==> config.mk <==
export PLATFORM = sky130hd
export DESIGN_NAME = div_arbiter_flat
export DESIGN_NICKNAME = d
export VERILOG_FILES = /design/src/rtl/div_arbiter_if.sv /design/src/rtl/div_arbiter.sv /design/src/flat_wrapper.sv
export SDC_FILE = /design/constraint.sdc
export NUM_CORES = 1
export LEC_CHECK = 0
export CORE_MARGIN = 2
export CORE_UTILIZATION = 24
export CTS_CLUSTER_DIAMETER = 60
export CTS_CLUSTER_SIZE = 24
export DETAILED_ROUTE_END_ITERATION = 16
export PLACE_DENSITY = 0.47
export SLEW_MARGIN = 25
export SYNTH_ARGS = -nofsm -noshare
export SYNTH_HDL_FRONTEND = slang
export SYNTH_SLANG_ARGS = --single-unit
==> constraint.sdc <==
create_clock -name clk -period 2.8 [get_ports clk]
set_input_delay 0.56 -clock clk [delete_from_list [all_inputs] [get_ports clk]]
set_output_delay 0.56 -clock clk [all_outputs]
set_load 0.02 [all_outputs]
==> src/rtl/div_arbiter_if.sv <==
// div_arbiter_if: requester, result and divider signals of the two-requester divide arbiter.
// Requester side : req0/req1, a0/a1, b0/b1 in; gnt0/gnt1, done0/done1 out.
// Result side    : res_q, res_r, res_err, busy out.
// Divider side   : dv_bgn, dv_a, dv_b, dv_rst_b out; dv_stop, dv_obus in.
// slave is the arbiter's view; master is the view of whoever drives requests and models the divider.
interface div_arbiter_if;
    logic        req0, req1;
    logic [31:0] a0, a1, b0, b1;
    logic        gnt0, gnt1, done0, done1;
    logic [31:0] res_q, res_r;
    logic        res_err, busy;
    logic        dv_bgn, dv_rst_b, dv_stop;
    logic [31:0] dv_a, dv_b, dv_obus;
    modport slave (
        input  req0, req1, a0, a1, b0, b1, dv_stop, dv_obus,
        output gnt0, gnt1, done0, done1, res_q, res_r, res_err, busy, dv_bgn, dv_a, dv_b, dv_rst_b
    );
    modport master (
        output req0, req1, a0, a1, b0, b1, dv_stop, dv_obus,
        input  gnt0, gnt1, done0, done1, res_q, res_r, res_err, busy, dv_bgn, dv_a, dv_b, dv_rst_b
    );
endinterface

==> src/rtl/div_arbiter.sv <==
// div_arbiter: round-robin arbiter sharing one external divider between two requesters.
// clk   : single clock, all state on the rising edge.
// rst_b : asynchronous active-low reset.
// bus   : div_arbiter_if.slave carrying requests, grants, completions, results and the divider handshake.
// TIMEOUT: cycles waited in WAIT for dv_stop before the divider is aborted.
module div_arbiter #(
    parameter int TIMEOUT = 40
) (
    input  logic            clk,
    input  logic            rst_b,
    div_arbiter_if.slave    bus
);
    localparam int CW = $clog2(TIMEOUT + 1);

    typedef enum logic [2:0] {IDLE, ISSUE, WAIT, CAPR, ABORT, RESP} state_t;

    state_t        r_state, w_next;
    logic          r_ptr, r_sel, r_err;
    logic [CW-1:0] r_cnt;
    logic [31:0]   r_a, r_b, r_tq, r_q, r_r;
    logic          w_any, w_pick, w_timeout;
    logic [31:0]   w_a, w_b;
    logic          w_gnt0, w_gnt1, w_done0, w_done1, w_bgn, w_dvrst_b;

    assign w_any     = bus.req0 | bus.req1;
    // requester 1 wins when alone, or when both ask and the pointer favours it
    assign w_pick    = bus.req1 & (~bus.req0 | r_ptr);
    assign w_a       = w_pick ? bus.a1 : bus.a0;
    assign w_b       = w_pick ? bus.b1 : bus.b0;
    // the counter reaches TIMEOUT on the edge that ends this cycle
    assign w_timeout = r_cnt == CW'(TIMEOUT - 1);

    always_ff @(posedge clk or negedge rst_b) begin
        if (!rst_b) r_state <= IDLE;
        else        r_state <= w_next;
    end

    always_comb begin
        w_next    = r_state;
        w_gnt0    = 1'b0;
        w_gnt1    = 1'b0;
        w_done0   = 1'b0;
        w_done1   = 1'b0;
        w_bgn     = 1'b0;
        w_dvrst_b = 1'b1;
        case (r_state)
            IDLE: begin
                // grants are combinational, so they are masked while reset is held
                w_gnt0 = rst_b & w_any & ~w_pick;
                w_gnt1 = rst_b & w_pick;
                if (w_any) w_next = (w_b == '0) ? RESP : ISSUE;
            end
            ISSUE: begin
                w_bgn  = 1'b1;
                w_next = WAIT;
            end
            WAIT:  w_next = bus.dv_stop ? CAPR : (w_timeout ? ABORT : WAIT);
            CAPR:  w_next = RESP;
            ABORT: begin
                w_dvrst_b = 1'b0;
                w_next    = RESP;
            end
            RESP: begin
                w_done0 = ~r_sel;
                w_done1 = r_sel;
                w_next  = IDLE;
            end
            default: w_next = IDLE;
        endcase
    end

    // results are written only on the edge entering RESP, so they hold between completions
    always_ff @(posedge clk or negedge rst_b) begin
        if (!rst_b) begin
            r_ptr <= 1'b0;
            r_sel <= 1'b0;
            r_err <= 1'b0;
            r_cnt <= '0;
            r_a   <= '0;
            r_b   <= '0;
            r_tq  <= '0;
            r_q   <= '0;
            r_r   <= '0;
        end else begin
            case (r_state)
                IDLE: if (w_any) begin
                    r_sel <= w_pick;
                    r_a   <= w_a;
                    r_b   <= w_b;
                    if (w_b == '0) begin
                        r_q   <= '1;
                        r_r   <= w_a;
                        r_err <= 1'b1;
                    end
                end
                ISSUE: r_cnt <= '0;
                WAIT: begin
                    r_cnt <= r_cnt + CW'(1);
                    if (bus.dv_stop) r_tq <= bus.dv_obus;
                end
                CAPR: begin
                    r_q   <= r_tq;
                    r_r   <= bus.dv_obus;
                    r_err <= 1'b0;
                end
                ABORT: begin
                    r_q   <= '1;
                    r_r   <= '0;
                    r_err <= 1'b1;
                end
                RESP: r_ptr <= ~r_sel;
                default: ;
            endcase
        end
    end

    assign bus.gnt0     = w_gnt0;
    assign bus.gnt1     = w_gnt1;
    assign bus.done0    = w_done0;
    assign bus.done1    = w_done1;
    assign bus.dv_bgn   = w_bgn;
    assign bus.dv_rst_b = w_dvrst_b;
    assign bus.dv_a     = r_a;
    assign bus.dv_b     = r_b;
    assign bus.res_q    = r_q;
    assign bus.res_r    = r_r;
    assign bus.res_err  = r_err;
    assign bus.busy     = r_state != IDLE;
endmodule
==> src/flat_wrapper.sv <==
// flat-port wrapper written by rule: the top's interface ports become plain ports
module div_arbiter_flat 
#(
    parameter int TIMEOUT = 40
)
  (clk, rst_b, bus_req0, bus_req1, bus_a0, bus_a1, bus_b0, bus_b1, bus_dv_stop, bus_dv_obus, bus_gnt0, bus_gnt1, bus_done0, bus_done1, bus_res_q, bus_res_r, bus_res_err, bus_busy, bus_dv_bgn, bus_dv_a, bus_dv_b, bus_dv_rst_b);
  div_arbiter_if bus_i ();
  input  logic clk;
  input  logic rst_b;
  input wire logic [$bits(bus_i.req0)-1:0] bus_req0;
  input wire logic [$bits(bus_i.req1)-1:0] bus_req1;
  input wire logic [$bits(bus_i.a0)-1:0] bus_a0;
  input wire logic [$bits(bus_i.a1)-1:0] bus_a1;
  input wire logic [$bits(bus_i.b0)-1:0] bus_b0;
  input wire logic [$bits(bus_i.b1)-1:0] bus_b1;
  input wire logic [$bits(bus_i.dv_stop)-1:0] bus_dv_stop;
  input wire logic [$bits(bus_i.dv_obus)-1:0] bus_dv_obus;
  output wire logic [$bits(bus_i.gnt0)-1:0] bus_gnt0;
  output wire logic [$bits(bus_i.gnt1)-1:0] bus_gnt1;
  output wire logic [$bits(bus_i.done0)-1:0] bus_done0;
  output wire logic [$bits(bus_i.done1)-1:0] bus_done1;
  output wire logic [$bits(bus_i.res_q)-1:0] bus_res_q;
  output wire logic [$bits(bus_i.res_r)-1:0] bus_res_r;
  output wire logic [$bits(bus_i.res_err)-1:0] bus_res_err;
  output wire logic [$bits(bus_i.busy)-1:0] bus_busy;
  output wire logic [$bits(bus_i.dv_bgn)-1:0] bus_dv_bgn;
  output wire logic [$bits(bus_i.dv_a)-1:0] bus_dv_a;
  output wire logic [$bits(bus_i.dv_b)-1:0] bus_dv_b;
  output wire logic [$bits(bus_i.dv_rst_b)-1:0] bus_dv_rst_b;
  assign bus_i.req0 = bus_req0;
  assign bus_i.req1 = bus_req1;
  assign bus_i.a0 = bus_a0;
  assign bus_i.a1 = bus_a1;
  assign bus_i.b0 = bus_b0;
  assign bus_i.b1 = bus_b1;
  assign bus_i.dv_stop = bus_dv_stop;
  assign bus_i.dv_obus = bus_dv_obus;
  assign bus_gnt0 = bus_i.gnt0;
  assign bus_gnt1 = bus_i.gnt1;
  assign bus_done0 = bus_i.done0;
  assign bus_done1 = bus_i.done1;
  assign bus_res_q = bus_i.res_q;
  assign bus_res_r = bus_i.res_r;
  assign bus_res_err = bus_i.res_err;
  assign bus_busy = bus_i.busy;
  assign bus_dv_bgn = bus_i.dv_bgn;
  assign bus_dv_a = bus_i.dv_a;
  assign bus_dv_b = bus_i.dv_b;
  assign bus_dv_rst_b = bus_i.dv_rst_b;
  div_arbiter #(.TIMEOUT(TIMEOUT)) u_core (.clk(clk), .rst_b(rst_b), .bus(bus_i));
endmodule
# After elaboration in Yosys (flattened, before gate mapping)
# Cells that the tools add are included.
# totals
output_inout_bits	136
reg_bits	172
in_bits	165
word_cells	60
# op_classes
add_sub_neg	1
reduce_logical	9
bitwise	9
n_eq_ne	8
mux	23
# op_table
operator	n
$mux W32	6
$pmux W32 S3	2
$logic_not A32 Y1	1
$mux W3	4
$pmux W3 S4	1
$pmux W6 S2	1
$mux W1	8
$add A6 B1 Y6 const B	1
$eq A3 B2 Y1 const B	2
$eq A3 B3 Y1 const B	2
$eq A6 B6 Y1 const B	1
$reduce_bool A3 Y1	2
$and A1 B1 Y1	4
$ne A2 B1 Y1 const B	2
$reduce_and A2 Y1	2
$eq A3 B1 Y1 const B	1
$logic_not A3 Y1	1
$not A1 Y1	3
$pmux W1 S3	1
$reduce_and A3 Y1	1
$or A1 B1 Y1	2
$reduce_bool A2 Y1	1
$reduce_or A2 Y1	1

# Depth between registers and ports, before layout
# Gate-level depths: netlist of the first run.
# depth
word_depth	8
ltp_mapped	7
ltp_nobuf	6

# Worst setup path after synthesis of the first run
# OpenSTA, ideal clock, no wires.
# synth_timing
path_type	flip-flop to output port
start	register u_core.r_state[0]
end	output port bus_gnt0
path_slack_ns	0.599
n_path_buf	3
stages_incl_launch_ff	7
required_time_ns	2.240
t_arrival_ns	1.641
path_cell_list	dfrtp_1 -> clkbuf_1 -> nor3_2 -> o21ai_0 -> clkbuf_1 -> clkbuf_1 -> nor2_1
# synth_between
elab_chain_len	2
# synth_rtl
element	line_no	source
from (decl)	div_arbiter.sv:17	state_t r_state, w_next;
from (signal assigned)	div_arbiter.sv:35	else r_state <= w_next;
$logic_not A3 Y1	div_arbiter.sv:46	case (r_state)
$mux W1	div_arbiter.sv:46	
to (decl)	flat_wrapper.sv:18	output wire logic [$bits(bus_i.gnt0)-1:0] bus_gnt0;
# No other way between the ends.

# Final worst setup path of the first run
# layout_timing
start	input port bus_b1[5]
end	register u_core.r_r[17], in the netlist u_core.bus.res_r[17]
# layout_between
elab_chain_len	4
# layout_rtl
element	line_no	source
from (decl)	flat_wrapper.sv:15	input wire logic [$bits(bus_i.b1)-1:0] bus_b1;
$mux W32	div_arbiter.sv:29	assign w_b = w_pick ? bus.b1 : bus.b0;
$logic_not A32 Y1	div_arbiter.sv:90	if (w_b == '0) begin
$ne A2 B1 Y1 (no source line)	-	
$reduce_and A3 Y1 (no source line)	-	
to (signal assigned)	div_arbiter.sv:92	r_r <= w_a;
to (signal assigned)	div_arbiter.sv:103	r_r <= bus.dv_obus;
to (decl)	div_arbiter.sv:20	logic [31:0] r_a, r_b, r_tq, r_q, r_r;
# No other way between the ends.
# A chain may end at the register's enable or synchronous reset.

==> impl_results.md, run 1 <==
* Outcome: finished, final reports clean
* Worst-Margin Slew at about 860 ps
* Core box area at 0.03059 sq mm
* Die ar. at 0.03257 sq mm
* Post-DP HPWL at 18,460 um
* 1st-iter DRT viols at roughly 200
* Hold Crit Depth at 2
* Pre-Repair DR Iteration Count at 4
* Crit path max fanout at 16
* Max cap viols at 0
* Synth area leader: dfrtp_1
* Leak Pwr at between 0.004 and 0.005 uW
* Die height at between 150 and 200 um
* Most numerous cell on the critical path: buf_12
* Hold EP: u_core.bus.dv_a[9]
* CP endpoint kind: register
* Number of CTS-inserted buffers at 17
* Initial core utilization at 0.2443
* Flop2flop setup slack at 570 ps
* Post-Syn Area at 0.007473 sq mm
* Slew headroom at 0.4288
* Initial antenna violation count at 0
* Slowest CP cell: clkdlybuf4s50_1
* Setup Crit Path Kind: input port to register
* Worst Skew at roughly 12 ps
* RSZ-0062 raised after global routing: no
* Clk_lat worst skew at 420 ps
* Reg2reg path depth at 7
* CP bufs+invs at 4
* Area contributors post-synth: dfrtp_1 58%, mux2i_1 8.6%, mux2_2 6.9%
* Period utilisation layout at 0.9549
* Vias in the first global route at between 6,000 and 7,000
* Overflow after GRT at 0
* Final Max Slew Viols at 0
* R2r startpoint: u_core.r_ptr
* Crit start category: input port
* #FFs+latches synth at around 170
* Synth Instances at about 650
* Mapped Avg Cell Area at about 11 sq um
* Final Non-Filler Cells at approximately 1,400
* Layout area overhead at 58.48%
* Number of remaining DRC errors at 0
* Avg WL per Cell at between 15 and 20 um
* Critical path, cell by cell: clkdlybuf4s50_1 > nor4_1 > buf_4 > nand4_1 > o2111a_1 > a211oi_4 > buf_12 > buf_12 > mux2_1
* CTS tree: built
* Share of cells above drive strength 1 at 0.1350
* Largest net degree at the start of global routing at roughly 150
* WP data required at 3100 ps
* Gr usage total at 0.1581
* Filler cell count at between 3,000 and 4,000
* First-pass GRT wire length at between 40,000 and 50,000 um
* Final min period at roughly 2700 ps
* DRT antenna net count at 0
* CP delay by family, top: buffers and inverters
* GRT busiest layer: met2
* Max stage delay on crit path at around 450 ps
* Hold path start: u_core.bus.dv_a[9]
* Dpl cells at roughly 1,300
* Port bufs at 300
* Final setup vio count at 0
* Clk pin slew, worst setup/hold paths at roughly 70 ps
* Ant diodes at 0
* Crit path launch: bus_b1[5]
* Mapped Nets at roughly 820
* Fin. Hold Viols at 0
* GR Util met1 at 0.2057
* Via density at ~4.4
* Met3 Use GR at 0.06164
* VDD IR max at slightly above 0.0004 V
* PnR worst setup slack at 126.2 ps
* Place WS at -282.2 ps
* CTS Buffer Depth at 2
* Postcts setup bufs at 0
* H-tree depth at 4
* Pwr dens at approximately 1100 mW/mm^2
* R2R Path End: u_core.bus.res_r[30]
* Total power at between 10,000 and 15,000 uW
* RePlAce Congestion at between 0.8 and 0.9
* Clk sinks at 172
* Yosys Warn Count at 0
* Final layout net count at 1,138
* Final wirelength at 25,350 um
* Netlist cell types at 35
* Fin util at 0.3872
* FP Rows at 64
* Hold WC Path Type: register to register
* GR met2 Demand/Resource at 0.2505
* Post-synthesis sequential area ratio at 0.5759
* Root Driver: clkbuf_16
* Fmax at 0.3740 GHz
* Die width at approximately 180 um
* Vias at 6,108
* I/O pins at ~300
* Post-synth top area share at 0.5759
* Critical Path AT at 2970 ps
* Worst Hold Slack at 481.3 ps
## cell families (layout without fill, tap and decap cells)
kind of cell / count (synthesis) / in the layout / synth area share
muxes: 128 / 128 / 0.1822
and+or+nand+nor: 156 / 156 / 0.09141
buffers and inverters: 47 / 381 / 0.02930
DFF: 172 / 172 / 0.5759
adders and majority gates: 1 / 1 / 0.001674
AOI/OAI and AO/OA: 147 / 147 / 0.1195
## per-layer routing
metal,wire [um],up-vias
met1,11530,2920
met4,210,0
met2,11450,218
met3,2164,14
met5,0,-
li1,-,2956
## stage by stage
| stage | setup TNS [ps] | cell area [sq um] |
|---|---|---|
| 4_1_cts | 0 | 11850 |
| 3_5_place_dp | -11030 | 11230 |
| 6_report | 0 | 11840 |
| 2_1_floorplan | 0 | 7473 |
| 3_3_place_gp | -9857 | 11230 |
| 5_1_grt | 0 | 11840 |
## placed cells by master, fill, tap and decap left out, types with 4 or more instances in the layout
cell / instances
clkdlybuf4s50_1: 298
dfrtp_1: 171
nand2_1: 105
o21ai_0: 100
mux2i_1: 64
mux2_2: 46
buf_4: 36
o22a_1: 32
mux2_1: 18
clkbuf_16: 17
nor4_1: 16
nor2_1: 10
buf_12: 8
nand4_1: 5
inv_6: 5
nand2b_1: 4
nand3_1: 4
a21oi_1: 4
inv_8: 4
## how the worst max path moves through the flow
stage                      endpoint  slack (ps)  cells past startpoint
2_1_floorplan              bus_gnt0         600                      6
3_3_place_gp   u_core.bus.res_r[31]        -250                      9
3_5_place_dp   u_core.bus.res_r[17]        -280                      9
4_1_cts                    bus_gnt1          30                      5
5_1_grt                  bus_dv_bgn           1                      4
6_report       u_core.bus.res_r[17]         130                      9
## report_power, final
part	leakage [uW]	internal (uW)	switching, uW
Sequential	0.00203	3630	613
Clock	0.000289	1220	1150
Combinational	0.00268	3140	3280
## flip-flops by register name (all words and copies together), names as in the netlist
signal,count
u_core.bus.dv_b,32
u_core.r_sel,1
u_core.r_cnt,6
u_core.bus.dv_a,32
u_core.r_state,3
u_core.bus.res_r,32
u_core.bus.res_q,32
u_core.r_ptr,1
u_core.bus.res_err,1
u_core.r_tq,32
## final cells by class
cell class / instances / area, sq um / share of cell area
repair buffers: 347 / 3465 / 0.2925
inverters: 2 / 7.507 / 0.0006338
multi-input cells: 432 / 2988 / 0.2523
well taps: 396 / 495.5 / 0.04183
clock inverters: 14 / 143.9 / 0.01215
flip-flops and latches: 172 / 4305 / 0.3635
clock buffers: 18 / 439.2 / 0.03708
## Yosys cell counts (all sizes together)
cell type	n
mux2	64
a211oi	1
ha	1
o22a	32
dfrtp	172
a31o	1
buf	17
or3	1
o31ai	2
nor2b	2
clkbuf	28
nand2	107
and3	1
nand3	4
nor3	2
nand4	5
o211ai	2
and2	3
a21o	1
o211a	1
mux2i	64
nor2	10
nor4	16
o21ai	101
o2111a	1
a21oi	4
nand4b	1
nand2b	4
inv	2
o21a	1
## worst register-to-register path: stages, from the launching register on
cell      delay (ps)
dfrtp_1          390
nand2b_1         200
nand2_4          120
buf_12           230
buf_4            340
mux2i_1          430
o21ai_0          160
mux2_2           280
## what timing repair did
item                       in CTS  in global routing
setup endpoints to repair       1                  1
gates resized for setup         2                  1
hold endpoints to repair        3                  0
hold buffers                    3                  0
(Power assumes the default switching activity.)
==> run 2: changes to the inputs <==
--- a/config.mk
+++ b/config.mk
@@ -6,12 +6,10 @@
 export NUM_CORES = 1
 export LEC_CHECK = 0
 export CORE_MARGIN = 2
-export CORE_UTILIZATION = 24
-export CTS_CLUSTER_DIAMETER = 60
+export CORE_UTILIZATION = 47
 export CTS_CLUSTER_SIZE = 24
 export DETAILED_ROUTE_END_ITERATION = 16
-export PLACE_DENSITY = 0.47
-export SLEW_MARGIN = 25
+export PLACE_DENSITY = 0.83
 export SYNTH_ARGS = -nofsm -noshare
 export SYNTH_HDL_FRONTEND = slang
 export SYNTH_SLANG_ARGS = --single-unit
==> impl_results.md, run 2 (same netlist as run 1, synthesis figures left out) <==
* Outcome: finished, final reports clean
* Largest net degree at the start of global routing at between 100 and 150
* Final Non-Filler Cells at 1,184
* Final setup vio count at 0
* Initial core utilization at 0.4756
* Switching share of power at 0.3761
* FP Rows at between 40 and 50
* CP endpoint kind: primary output
* Clock power share at 0.182
* Setup Crit Path Kind: register to primary output
* Initial antenna violation count at 1
* Vias in the first global route at around 6,200
* Fin. Hold Viols at 0
* CTS Buffer Depth at 2
* Crit start category: register
* Placed Instance Area at approximately 0.011 sq mm
* Comb pwr share at 0.483
* DRT antenna net count at 0
* Final wirelength at 21,640 um
* Final Max Slew Viols at 0
* Most frequent cells in the layout: 297 x clkdlybuf4s50_1, 171 x dfrtp_1, 105 x nand2_1
* H-tree depth at 4
* Gr usage total at 0.2544
* Die height at 130.1 um
* Via density at 5.170
* Layout area overhead at 52.75%
* Flop2flop setup slack at a little under 600 ps
* Filler cell count at 1,161
* Post-DP HPWL at between 15,000 and 20,000 um
* Dpl cells at ~1,200
* Worst-Margin Slew at roughly 1100 ps
* Place WS at -187.6 ps
* R2r startpoint: u_core.r_state[1]
* R2R Path End: u_core.bus.res_r[24]
* Worst Hold Slack at approximately 180 ps
* Most common cell after layout, fill and taps aside: clkdlybuf4s50_1
* Avg WL per Cell at 18.27 um
* Reg2reg path depth at 5
* RSZ-0062 raised after global routing: no
* Crit path launch: u_core.r_state[0]
* PnR worst setup slack at 199.7 ps
* I/O pins at between 300 and 400
* Root Driver: clkbuf_16
* RePlAce Congestion at around 0.76
* Final layout net count at 1,123
* Overflow after GRT at 0
* VDD IR max at 0.0005831 V
* Share of cells above drive strength 1 at 0.1209
* Number of remaining DRC errors at 0
* WP data required at ~2200 ps
* Critical Path AT at approximately 2000 ps
* Clk_lat worst skew at about 420 ps
* Number of CTS-inserted buffers at 17
* Vias at approximately 6,100
* Port bufs at 300
* Worst Skew at around 6.6 ps
* CTS tree: built
* Die ar. at approximately 0.017 sq mm
* 1st-iter DRT viols at a little over 300
* Final min period at 2600 ps
* Max cap viols at 0
* Core box area at 0.01571 sq mm
* Period utilisation layout at 0.9287
* Fmax at ~0.38 GHz
* Ant diodes at 0
* Crit path max fanout at 9
* Die width at ~130 um
* Int Pwr at just under 8000 uW
* Post-route cell area at around 0.011 sq mm
* Sequential share of power at 0.335
* Pwr dens at 1114 mW/mm^2
* Leak Pwr at around 0.0049 uW
* Pre-Repair DR Iteration Count at 4
* First-pass GRT wire length at 32,760 um
* Slew headroom at 0.2562
* Clk sinks at about 170
* CTS Hold Bufs at 0
* Clk pin slew, worst setup/hold paths at ~60 ps
* Sw Pwr at roughly 4800 uW
* Hold WC Path Type: input port to async pin
==> run 2: what timing repair did <==
| item | 4_1_cts | 5_1_grt |
|---|---|---|
| endpoints found under the setup margin | 2 | 4 |
| resized for setup | 1 | 4 |
| pin swaps | 1 | 0 |
| setup buffers | 1 | 0 |
==> run 2: power by group through the flow <==
stage	Clock, uW	Sequential [uW]	Combinational (uW)
floorplan	0	5190	2410
finish	2310	4260	6150
detailed placement	0	4270	6170
global placement	0	4230	6050
global route	2450	4390	6640
CTS	2350	4260	6220
==> run 2: critical path, cell delays in order (launching register included) <==
cell,delay [ps]
dfrtp_2,460
nor2b_2,240
nand2b_1,200
inv_1,90
clkdlybuf4s50_1,620
==> run 2: how the worst max path moves through the flow <==
stage	endpoint	slack [ps]	depth (start not counted)
final	bus_dv_bgn	200	4
after global routing	bus_dv_bgn	60	4
after CTS	bus_dv_bgn	20	4
after detailed placement	u_core.bus.res_r[28]	-190	7
after global placement	u_core.bus.res_r[14]	-180	8
after floorplan	bus_gnt0	600	6
==> run 2: routing by layer <==
layer / part of all wire / vias up / GRT usage
met5: 0 / - / 0
met1: 0.39 / 2892 / 0.2942
li1: - / 2938 / -
met4: 0.023 / 0 / 0.08665
met2: 0.49 / 254 / 0.4361
met3: 0.10 / 37 / 0.09676
==> run 2: per-stage QoR <==
stage	setup TNS, ps	utilization	power, uW
2_1_floorplan	0	-	7601
3_3_place_gp	-5848	0.6889	10270
3_5_place_dp	-5744	0.6889	10450
4_1_cts	0	0.7260	12830
5_1_grt	0	0.7265	13480
6_report	0	0.7265	12720
==> run 2: cell type report <==
| type | instances | area, sq um | area share |
|---|---|---|---|
| flip-flops and latches | 172 | 4305 | 0.3771 |
| repair buffers | 332 | 3274 | 0.2868 |
| multi-input cells | 432 | 2989 | 0.2618 |
| clock buffers | 18 | 429.2 | 0.03759 |
| well taps | 216 | 270.3 | 0.02367 |
| clock inverters | 12 | 140.1 | 0.01228 |
| inverters | 2 | 7.507 | 0.0006576 |
==> run 3: changes to the inputs <==
--- a/config.mk
+++ b/config.mk
@@ -6,10 +6,10 @@
 export NUM_CORES = 1
 export LEC_CHECK = 0
 export CORE_MARGIN = 2
-export CORE_UTILIZATION = 47
+export CORE_UTILIZATION = 40
 export CTS_CLUSTER_SIZE = 24
 export DETAILED_ROUTE_END_ITERATION = 16
-export PLACE_DENSITY = 0.83
+export PLACE_DENSITY = 0.72
 export SYNTH_ARGS = -nofsm -noshare
 export SYNTH_HDL_FRONTEND = slang
 export SYNTH_SLANG_ARGS = --single-unit
==> constraint.sdc (replaced) <==
create_clock -name clk -period 2.8 [get_ports clk]
set_input_delay 0.28 -clock clk [delete_from_list [all_inputs] [get_ports clk]]
set_output_delay 0.28 -clock clk [all_outputs]
set_load 0.02 [all_outputs]
==> impl_results.md, run 3 (same netlist as run 1, synthesis figures left out) <==
* Share of cells above drive strength 1 at 0.1048
* Pre-Repair DR Iteration Count at 6
* Clk_lat worst skew at approximately 430 ps
* Number of remaining DRC errors at 0
* RePlAce Congestion at ~0.81
* Pwr dens at about 1100 mW/mm^2
* FP Rows at between 40 and 50
* Gr usage total at 0.2242
* Root Driver: clkbuf_16
* Flop2flop setup slack at approximately 620 ps
* Fmax at 0.4016 GHz
* Vias in the first global route at around 6,300
* Resized Gates After CTS at 0
* Worst-Margin Slew at just under 1000 ps
* H-tree depth at 4
* Via density at 5.112
* Setup Crit Path Kind: register to primary output
* Slowest CP cell: clkdlybuf4s50_1
* Hold WC Path Type: input port to async pin
* Die ar. at roughly 0.020 sq mm
* Leak Pwr at 0.004790 uW
* Die width at between 100 and 150 um
* GRT busiest layer: met2
* Max stage delay on crit path at 660 ps
* Initial antenna violation count at 1
* Final Non-Filler Cells at approximately 1,200
* Period utilisation layout at 0.8893
* Max cap viols at 0
* WP data required at roughly 2500 ps
* I/O pins at between 300 and 400
* RSZ-0062 raised after global routing: no
* CTS Buffer Depth at 2
* Slew headroom at 0.3464
* CTS tree: built
* Clk pin slew, worst setup/hold paths at 60 ps
* Crit path launch: u_core.r_state[0]
* Final min period at roughly 2500 ps
* Number of CTS-inserted buffers at 17
* First-pass GRT wire length at 34,700 um
* CTS Hold Bufs at 1
* 1st-iter DRT viols at 272
* Critical path, cell by cell: nor3_2 > buf_4 > inv_1 > nor2_1 > and2_1 > clkdlybuf4s50_1
* Final Max Slew Viols at 0
* Worst Skew at between 10 and 15 ps
* Post-DP HPWL at about 16,000 um
* Reg2reg path depth at 7
* Postcts setup bufs at 0
* Fin. Hold Viols at 0
* R2R Path End: u_core.bus.res_r[29]
* Core box area at between 0.015 and 0.02 sq mm
* Met3 Use GR at 0.07948
* R2r startpoint: u_core.r_state[2]
* Final wirelength at about 22,000 um
* GR Util met1 at 0.2817
* Post-route cell area at around 0.011 sq mm
* CP endpoint kind: primary output
* Vias at 6,053
* DRT antenna net count at 0
* Avg WL per Cell at ~18 um
* Final layout net count at about 1,100
* Largest net degree at the start of global routing at between 150 and 200
* VDD IR max at about 0.00053 V
* Most common cell after layout, fill and taps aside: clkdlybuf4s50_1
* Outcome: finished, final reports clean
* Layout area overhead at 51.72%
* Die height at 140.7 um
* Initial core utilization at 0.4118
* Most frequent cells in the layout: 299 x clkdlybuf4s50_1, 172 x dfrtp_1, 105 x nand2_1
* Crit path max fanout at 9
* Placed Instance Area at roughly 0.011 sq mm
* Final setup vio count at 0
* Clk sinks at approximately 170
* Overflow after GRT at 0
* Critical Path AT at about 2200 ps
* Crit start category: register
* GR met2 Demand/Resource at 0.3707
* Port bufs at 300
* Dpl cells at about 1,200
[run 3: worst max path at each step]
stage / to / depth (start not counted)
global route: bus_gnt1 / 6
finish: bus_gnt1 / 6
CTS: bus_gnt1 / 6
floorplan: bus_gnt0 / 6
detailed placement: u_core.bus.res_r[11] / 7
global placement: u_core.bus.res_r[6] / 7
[run 3: where the power goes]
group	switching (uW)	internal, uW	leakage [uW]
Clock	1000	1310	0.000269
Combinational	3140	2950	0.00249
Sequential	604	3630	0.00203
[run 3: final cells by class]
class                           instances  area (sq um)
Fill cell                            1512          6809
Tap cell                              229         286.5
Clock buffer                           18         429.2
Antenna cell                            1         2.502
Timing Repair Buffer                  317          3184
Inverter                                2         7.507
Sequential cell                       172          4304
Clock inverter                         13         143.9
Multi-Input combinational cell        432          2980
[run 3: stage by stage]
step           utilization  setup slack (ps)  setup TNS [ps]  hold slack (ps)  total power (uW)
2_1_floorplan            -             878.9               0           -15.59              7601
3_3_place_gp        0.5925            -23.49          -302.0            90.18             10300
3_5_place_dp        0.5925            -46.28          -761.6            90.59             10430
4_1_cts             0.6247             287.5               0            285.4             12780
5_1_grt             0.6248             99.94               0            297.9             13460
6_report            0.6248             309.9               0            297.7             12630
[run 3: per-layer routing]
metal | part of all wire | vias to the layer above | routed length, um
met1 | 0.43 | 2897 | 9277
li1 | - | 2907 | -
met2 | 0.47 | 220 | 10210
met4 | 0.014 | 0 | 299
met3 | 0.085 | 29 | 1848
met5 | 0 | - | 0
[run 3: worst max-delay path, delay by kind of cell, from the launching register on]
kind / cells / cell delay [ps]
AND/OR/NAND/NOR: 3 / 440
flip-flops: 1 / 480
buffers and inverters: 3 / 870
